$ cat src/rtl/lsu_pkg.sv
// Shared types and lane helpers for the load/store controller.
package lsu_pkg;

  typedef enum logic [1:0] {
    BYTE = 2'b00,
    HALF = 2'b01,
    WORD = 2'b10
  } size_t;

  typedef enum logic [1:0] {
    IDLE,
    REQ,
    RESP,
    DONE
  } lsu_state_t;

  function automatic logic [3:0] gen_be(input logic [1:0] size, input logic [1:0] addr_lo);
    logic [3:0] be;
    case (size)
      BYTE:    be = 4'b0001 << addr_lo;
      HALF:    be = addr_lo[1] ? 4'b1100 : 4'b0011;
      default: be = 4'b1111;
    endcase
    return be;
  endfunction

  function automatic logic [31:0] replicate_store(input logic [1:0] size, input logic [31:0] data);
    logic [31:0] rep;
    case (size)
      BYTE:    rep = {4{data[7:0]}};
      HALF:    rep = {2{data[15:0]}};
      default: rep = data;
    endcase
    return rep;
  endfunction

endpackage

$ cat src/rtl/lsu_align.sv
// Load formatter: picks the addressed lane and sign- or zero-extends it.
module lsu_align
  import lsu_pkg::*;
(
  input  logic [31:0] dm_rdata,
  input  logic [1:0]  addr_lo,
  input  logic [1:0]  size,
  input  logic        is_unsigned,
  output logic [31:0] result
);

  logic [7:0]  lane_b;
  logic [15:0] lane_h;

  always_comb begin
    lane_b = 8'(dm_rdata >> {addr_lo, 3'b000});
    lane_h = addr_lo[1] ? dm_rdata[31:16] : dm_rdata[15:0];
    case (size)
      BYTE:    result = {{24{lane_b[7] & ~is_unsigned}}, lane_b};
      HALF:    result = {{16{lane_h[15] & ~is_unsigned}}, lane_h};
      default: result = dm_rdata;
    endcase
  end

endmodule

$ cat src/rtl/lsu_ctrl.sv
// Memory-stage load/store controller: validates the access, runs a
// req/gnt/rvalid transaction to data memory and stalls until it completes.
module lsu_ctrl
  import lsu_pkg::*;
#(
  parameter int unsigned ADDR_W    = 32,
  parameter int unsigned MEM_DEPTH = 32,
  parameter int unsigned TIMEOUT   = 15
) (
  input  logic              clk,
  input  logic              rst,
  input  logic              ex_valid,
  input  logic              mem_read,
  input  logic              mem_write,
  input  logic [1:0]        size,
  input  logic              is_unsigned,
  input  logic [ADDR_W-1:0] aluout,
  input  logic [31:0]       store_data,
  output logic              stall,
  output logic [31:0]       read_data,
  output logic              load_valid,
  output logic              err,
  output logic              dm_req,
  output logic              dm_we,
  output logic [ADDR_W-1:0] dm_addr,
  output logic [31:0]       dm_wdata,
  output logic [3:0]        dm_be,
  input  logic              dm_gnt,
  input  logic              dm_rvalid,
  input  logic [31:0]       dm_rdata
);

  localparam int unsigned       CNT_W      = $clog2(TIMEOUT + 1);
  localparam logic [ADDR_W-1:0] ADDR_LIMIT = ADDR_W'(MEM_DEPTH * 4);

  lsu_state_t       state;
  logic [CNT_W-1:0] cnt;
  logic [1:0]       op_lo;
  logic [1:0]       op_size;
  logic             op_unsigned;
  logic             op_load;
  logic [31:0]      load_fmt;

  logic one_op, both_op, align_ok, checks_ok, accept, reject, abort;

  // Request decode and legality checks, evaluated only in IDLE
  always_comb begin
    one_op  = mem_read ^ mem_write;
    both_op = mem_read & mem_write;
    case (size)
      HALF:    align_ok = ~aluout[0];
      WORD:    align_ok = (aluout[1:0] == 2'b00);
      default: align_ok = 1'b1;
    endcase
    checks_ok = align_ok && (size != 2'b11) && (aluout < ADDR_LIMIT);
    accept    = (state == IDLE) && ex_valid && one_op && checks_ok;
    reject    = (state == IDLE) && ex_valid && (both_op || (one_op && !checks_ok));
    abort     = (cnt == CNT_W'(TIMEOUT - 1)) &&
                (((state == REQ) && !dm_gnt) || ((state == RESP) && !dm_rvalid));
  end

  assign stall = accept || (state == REQ) || (state == RESP) || abort;

  lsu_align u_align (
    .dm_rdata    (dm_rdata),
    .addr_lo     (op_lo),
    .size        (op_size),
    .is_unsigned (op_unsigned),
    .result      (load_fmt)
  );

  always_ff @(posedge clk) begin
    if (rst) begin
      state       <= IDLE;
      cnt         <= '0;
      read_data   <= '0;
      load_valid  <= 1'b0;
      err         <= 1'b0;
      dm_req      <= 1'b0;
      dm_we       <= 1'b0;
      dm_addr     <= '0;
      dm_wdata    <= '0;
      dm_be       <= '0;
      op_lo       <= '0;
      op_size     <= '0;
      op_unsigned <= 1'b0;
      op_load     <= 1'b0;
    end else begin
      err        <= 1'b0;
      load_valid <= 1'b0;
      case (state)
        IDLE: begin
          if (accept) begin
            dm_req      <= 1'b1;
            dm_we       <= mem_write;
            dm_addr     <= {aluout[ADDR_W-1:2], 2'b00};
            dm_wdata    <= replicate_store(size, store_data);
            dm_be       <= gen_be(size, aluout[1:0]);
            op_lo       <= aluout[1:0];
            op_size     <= size;
            op_unsigned <= is_unsigned;
            op_load     <= mem_read;
            cnt         <= '0;
            state       <= REQ;
          end else if (reject) begin
            err <= 1'b1;
          end
        end
        REQ: begin
          if (dm_gnt) begin
            dm_req <= 1'b0;
            cnt    <= '0;
            state  <= op_load ? RESP : DONE;
          end else if (abort) begin
            dm_req <= 1'b0;
            err    <= 1'b1;
            state  <= IDLE;
          end else begin
            cnt <= cnt + CNT_W'(1);
          end
        end
        RESP: begin
          if (dm_rvalid) begin
            read_data  <= load_fmt;
            load_valid <= 1'b1;
            state      <= DONE;
          end else if (abort) begin
            err   <= 1'b1;
            state <= IDLE;
          end else begin
            cnt <= cnt + CNT_W'(1);
          end
        end
        DONE: begin
          state <= IDLE;
        end
        default: state <= IDLE;
      endcase
    end
  end

endmodule

$ cat config.mk
export PLATFORM = sky130hd
export DESIGN_NAME = lsu_ctrl
export DESIGN_NICKNAME = d
export VERILOG_FILES = /design/src/rtl/lsu_pkg.sv /design/src/rtl/lsu_align.sv /design/src/rtl/lsu_ctrl.sv
export SDC_FILE = /design/constraint.sdc
export NUM_CORES = 1
export LEC_CHECK = 0
export ABC_AREA = 1
export CORE_MARGIN = 1
export CORE_UTILIZATION = 30
export DETAILED_ROUTE_END_ITERATION = 7
export SLEW_MARGIN = 20
export SYNTH_ARGS = -nofsm -noshare
export SYNTH_HDL_FRONTEND = slang
export SYNTH_SLANG_ARGS = --single-unit
$ cat constraint.sdc
create_clock -name clk -period 2.9 [get_ports clk]
set_input_delay 0.725 -clock clk [delete_from_list [all_inputs] [get_ports clk]]
set_output_delay 0.725 -clock clk [all_outputs]
set_load 0.02 [all_outputs]
After elaboration in Yosys (flattened, before gate mapping)
Cells that the tools add are included.
{ "totals": {"register_bits": 114, "latchBits": 0, "mem_bits_rw": 0, "mem_bits_ro": 0, "inputBits": 106, "out_inout_bits": 105, "word_cells": 93, "memories": 0} }
{ "op_classes": {"add_sub_neg": 1, "multipliers": 0, "div": 0, "n_lt_le_gt_ge": 1, "n_eq_ne": 11, "shifts": 2, "muxes": 28, "bitwise": 7, "n_reduce_logical": 29} }
{ "ops": {"columns": ["op", "n"], "rows": [
  ["32-bit one-hot mux with 2 select lines", 2],
  ["32-bit by 8-bit < comparator with 1-bit output, second input constant", 1],
  ["32-bit by 5-bit >> shifter with 8-bit output", 1],
  ["4-bit two-way mux", 5],
  ["16-bit two-way mux", 1],
  ["4-bit one-hot mux with 3 select lines", 1],
  ["1-bit logical AND", 10],
  ["1-bit two-way mux", 10],
  ["2-bit logical NOT", 4],
  ["2-bit two-way mux", 4],
  ["2-bit one-hot mux with 4 select lines", 1],
  ["4-bit one-hot mux with 2 select lines", 1],
  ["2-bit by 1-bit equality test with 1-bit output, second input constant", 3],
  ["2-bit equality test, second input constant", 3],
  ["2-bit != test, second input constant", 3],
  ["3-bit AND reduction", 2],
  ["1-bit logical OR", 5],
  ["4-bit by 1-bit adder with 4-bit output, second input constant", 1],
  ["4-bit equality test, second input constant", 1],
  ["1-bit one-hot mux with 2 select lines", 2],
  ["2-bit AND reduction", 2],
  ["1-bit by 2-bit << shifter with 4-bit output, first input constant", 1],
  ["1-bit bitwise AND", 3],
  ["1-bit logical NOT", 3],
  ["other kinds (7)", 9]
]} }

Logic depth before layout (Yosys ltp)
{ "depth": {"depth_word": 11, "mapped_depth": 14, "ltp_nobuf": 12} }

By module
From an unflattened synthesis, not the netlist that was laid out.
{ "unflattened": {"cells_unflattened": 761, "hier_area_um2": 5434.0} }
{ "by_module_without_submodules": {"columns": ["module", "n_inst", "cells_each", "area_per_inst_um2", "seq_area_each_um2"], "rows": [
  ["lsu_ctrl", 1, 607, 4528.1, 2282.2],
  ["lsu_align", 1, 154, 905.9, 0.0]
]} }

Worst setup path after synthesis
Ideal clock, no wire load.
{ "synth_path": {"path_type": "input to output", "from": "in size[1]", "to": "out stall", "arrival_ns": 2.354, "slack_ns": -0.179, "cell_stages": 11, "path_cell_list": "clkbuf_1 > clkbuf_1 > inv_1 > ha_1 > inv_1 > nor2_1 > nor2_2 > nand3_2 > buf_6 > buf_2 > nand3_1"} }
{ "synth_via": {"elab_chain_len": 8, "elab_cells_between_ends": 10, "classes_between": "eq/ne (3); mux (1); reduce/logical (6)"} }
{ "synth_lines": {"columns": ["item", "line", "source"], "rows": [
  ["start, declared", "lsu_ctrl.sv:15", "input logic [1:0] size,"],
  ["2-bit equality test / 2-bit by 1-bit equality test with 1-bit output (equally long branches)", "lsu_ctrl.sv:50", "case (size)"],
  ["1-bit one-hot mux with 2 select lines", "lsu_ctrl.sv:50", null],
  ["1-bit logical AND (*) (2 in series)", "lsu_ctrl.sv:55", "checks_ok = align_ok && (size != 2'b11) && (aluout < ADDR_LIMIT);"],
  ["1-bit logical AND (*)", "lsu_ctrl.sv:56", "accept = (state == IDLE) && ex_valid && one_op && checks_ok;"],
  ["1-bit logical OR (*) (3 in series)", "lsu_ctrl.sv:62", "assign stall = accept || (state == REQ) || (state == RESP) || abort;"],
  ["end, declared", "lsu_ctrl.sv:19", "output logic stall,"]
]} }
Every way passes the cells marked *; elsewhere a longest branch is shown, timed or not.

Worst setup path after layout
{ "layout_path": {"from": "in aluout[22]", "to": "out stall"} }
{ "layout_via": {"elab_chain_len": 6} }
{ "layout_lines": {"columns": ["item", "line", "source"], "rows": [
  ["start, declared", "lsu_ctrl.sv:17", "input logic [ADDR_W-1:0] aluout,"],
  ["32-bit by 8-bit < comparator with 1-bit output", "lsu_ctrl.sv:55", null],
  ["1-bit logical AND", "lsu_ctrl.sv:55", null],
  ["1-bit logical AND", "lsu_ctrl.sv:56", null],
  ["1-bit logical OR (3 in series)", "lsu_ctrl.sv:62", null]
]} }
Every way passes these cells.

==> results.md <==
* Antenna diodes at 0
* Endpoints failing setup at 0
* Gr usage total at 0.189
* Final hold slack at 436 ps
* CTS max path bufs at 2
* Max rail drop VDD at 0.371 mV
* Synth Area in Simple Gates at 0.195
* DR vias at about 5.3k
* Synth cell count leaders: nand2_1 (176), dfxtp_1 (114), a21oi_1 (112)
* Starting Density at 0.307
* First-pass GRT wire length at 25900 um
* NumNets Final at about 1.0k
* Synthesis-to-finish area growth at 57.6%
* Critical-path maximum fanout at 2
* CP most frequent cell: nand3_2
* GRT overflow at 0
* DP HPWL at between 10000 and 15000 um
* Most area-hungry cell type in the Yosys netlist: dfxtp_1
* Number of nets still failing antenna checks after routing at 0
* I/O pin cnt at 211
* CTS sink cnt at 114
* Mapped cell area at 5080 sq um
* Tmin final at 2700 ps
* FF-to-FF End: dm_wdata[26]
* 1st-pass router iterations at 4
* Period utilization at 0.930
* Setup CP Type: primary input to output pin
* Pwr Total at between 0.004 and 0.005 W
* Initial drt markers at roughly 360
* WP depth at 8
* CP Capture Type: output pin
* Core Area at between 15000 and 20000 sq um
* Largest family of logic cells by synthesized area: compound AO/OA/AOI/OAI gates
* Worst-Skew Late Latency at 420 ps
* DIE AREA at 17400 sq um
* Relative slew slack at 0.473
* Proportion of synthesized area in mux cells at 0
* CTS Hold Bufs at 0
* CTS tree: built
* PwrDens at 516 nW/um^2
* Mean post-synth cell area at 7.32 sq um
* Placed insts at 1099
* Resize count post-CTS at 6
* Outcome: complete, no violations
* Most common cell in the netlist: nand2_1
* Vias per cell at approximately 4.6
* Cell variety after synth at 34
* Synth Area in Adders at 0.0271
* Cell Int Power at 0.00319 W
* Post-synth EDFFs at 0
* Residual DRC at 0
* Fin worst setup slack at 204 ps
* Routed WL per cell at 14.3 um
* Placer congestion estimate at ~0.8
* Worst Skew at ~9.6 ps
* Setup crit end: stall
* Share of cells above drive strength 1 at 0.0692
* CP max stage delay at approximately 390 ps
* CP delay by family, top: simple AND/OR/NAND/NOR gates
* Top FF cell, synth: dfxtp_1
* Largest net degree at the start of global routing at 66
* Initial antenna violation count at 1
* Measured slew at the worst slew-check pin at 789 ps
* Fin cells at 1131
* Seq pwr share at 0.383
* Power share of the combinational group at 0.087
* Crit. Startpoint: aluout[22]
* Data required, critical path at 2170 ps
* Worst Setup Slack post-DPL at -498 ps
* CTS Buf Count at 17
* Crit path launch type: primary input
* Synth async-reset ratio at 0
* Slowest CP cell: clkdlybuf4s50_1
* Vias in the first global route at between 4k and 5k
* Root Buffer: clkbuf_16
* Critical path data arrival time at 1970 ps
* Max Cap Viol at 0
* Post-synthesis xor/xnor area fraction at 0.00172
* Row count at 47
* PortBufs at between 200 and 250
* RSZ-0062 raised after global routing: false
* Synth top area share at 0.449
* Reg clk slew, reported paths at 50 ps
* Top cells by area, synth: dfxtp_1 (45%), nand2_1 (13%), a21oi_1 (11%)
* Leakage at 3.18 nW
* Synth Area in Compound Gates at 0.238
* Cells along the critical path: clkdlybuf4s50_1, or2_1, nor2_1, nand2_1, nor2_2, nand3_2, nand3_2, buf_2
* Routed wire length at roughly 16000 um
* Critical R2R Launch: state[0]
* Clock network power share at 0.530
* Max-slew violations at 0
* Post-synthesis register bit count at between 100 and 150
* Net switching power at 0.000939 W
* Max Fclk at 371 MHz
* Syn. warnings at 0
* Hold WC Path Type: flop to flop
* Htree depth at 4
* Final Hold Fails at 0
* Sequential share of the synthesized area at 0.449
* Die extent in y at 132 um
* Die X at 132 um
* Crit path buf inv count at 2
* Mapped Cells at 694
* R2R depth at 10
* Setup Fix Bufs, Post-CTS at 0
* R2r setup slk at 610 ps
* Sw frac at 0.228
-- layout by cell type (no fill, tap or decap), drive strengths merged --
master         instances
a21boi                 7
a21oi                112
a22oi                  1
a41oi                  1
and3                   1
buf                   24
bufinv                 3
clkbuf                21
clkdlybuf4s50        204
clkinv                 4
clkinvlp               5
conb                   2
dfxtp                114
dlygate4sd2            2
ha                    11
inv                   52
nand2                178
nand3                 14
nand4                  2
nor2                  55
nor3                   2
o2111ai                7
o211ai                23
o21a                   1
o21ai                 58
o21bai                 1
o22ai                  1
o311ai                 3
or2                    1
xnor2                  1
-- stage by stage --
step / TNS (ps) / utilization / area, sq um
floorplan: 0 / - / 5090
global placement: -13760 / 0.447 / 7380
detailed placement: -14990 / 0.447 / 7380
CTS: 0 / 0.484 / 8000
global route: 0 / 0.484 / 8000
finish: 0 / 0.484 / 8000
-- registers in the layout (all words and copies together) (netlist names) --
signal       count
read_data       32
err              1
dm_we            1
op_unsigned      1
load_valid       1
op_load          1
op_size          2
dm_wdata        32
cnt              4
op_lo            2
dm_be            4
dm_addr         30
state            2
dm_req           1
-- worst min-delay path by stage --
stage / start / end / cells past startpoint
finish: dm_addr[18] / dm_addr[18] / 2
global route: dm_addr[27] / dm_addr[27] / 2
CTS: dm_addr[19] / dm_addr[19] / 2
detailed placement: dm_addr[27] / dm_addr[27] / 2
global placement: dm_addr[19] / dm_addr[19] / 2
floorplan: op_load / op_load / 2
-- power groups by stage --
stage          sequential, W  clock [W]  combinational [W]
6_report             0.00158    0.00219           0.000358
5_1_grt              0.00158    0.00229           0.000400
4_1_cts              0.00158    0.00223           0.000361
3_5_place_dp         0.00162          0           0.000361
3_3_place_gp         0.00162          0           0.000362
2_1_floorplan        0.00162          0           0.000143
-- worst reg2reg max path, cell delays in order, from the launching register on --
cell and delay, ps:
dfxtp_1 370, inv_1 100, ha_1 290, nand3_1 120, inv_1 60, nand3_2 90, buf_4 550, inv_2 120
buf_12 220, o21ai_0 200, a21oi_1 50
-- logic make-up (layout without fill, tap and decap cells) --
group / Yosys count / in the layout
AND/OR/NAND/NOR: 253 / 253
AO/OA/AOI/OAI: 215 / 215
flip-flops: 114 / 114
buffers and inverters: 99 / 315
adder cells (fa/ha/maj): 11 / 11
other: 1 / 2
XOR/XNOR: 1 / 1
-- cell type report --
class	count	area [sq um]
clock buffer	21	470
clock inverter	11	154
fill	1636	8520
inverter	53	199
multi-input combinational	482	2360
sequential	114	2280
tap	220	275
timing repair buffer	230	2260
-- routing by layer --
metal	global-route usage	share of wire	vias up
li1	-	-	2713
met1	0.235	0.44	2345
met2	0.290	0.45	171
met3	0.0823	0.089	20
met4	0.0672	0.016	2
met5	0	0.00068	-
(Power assumes the default switching activity.)
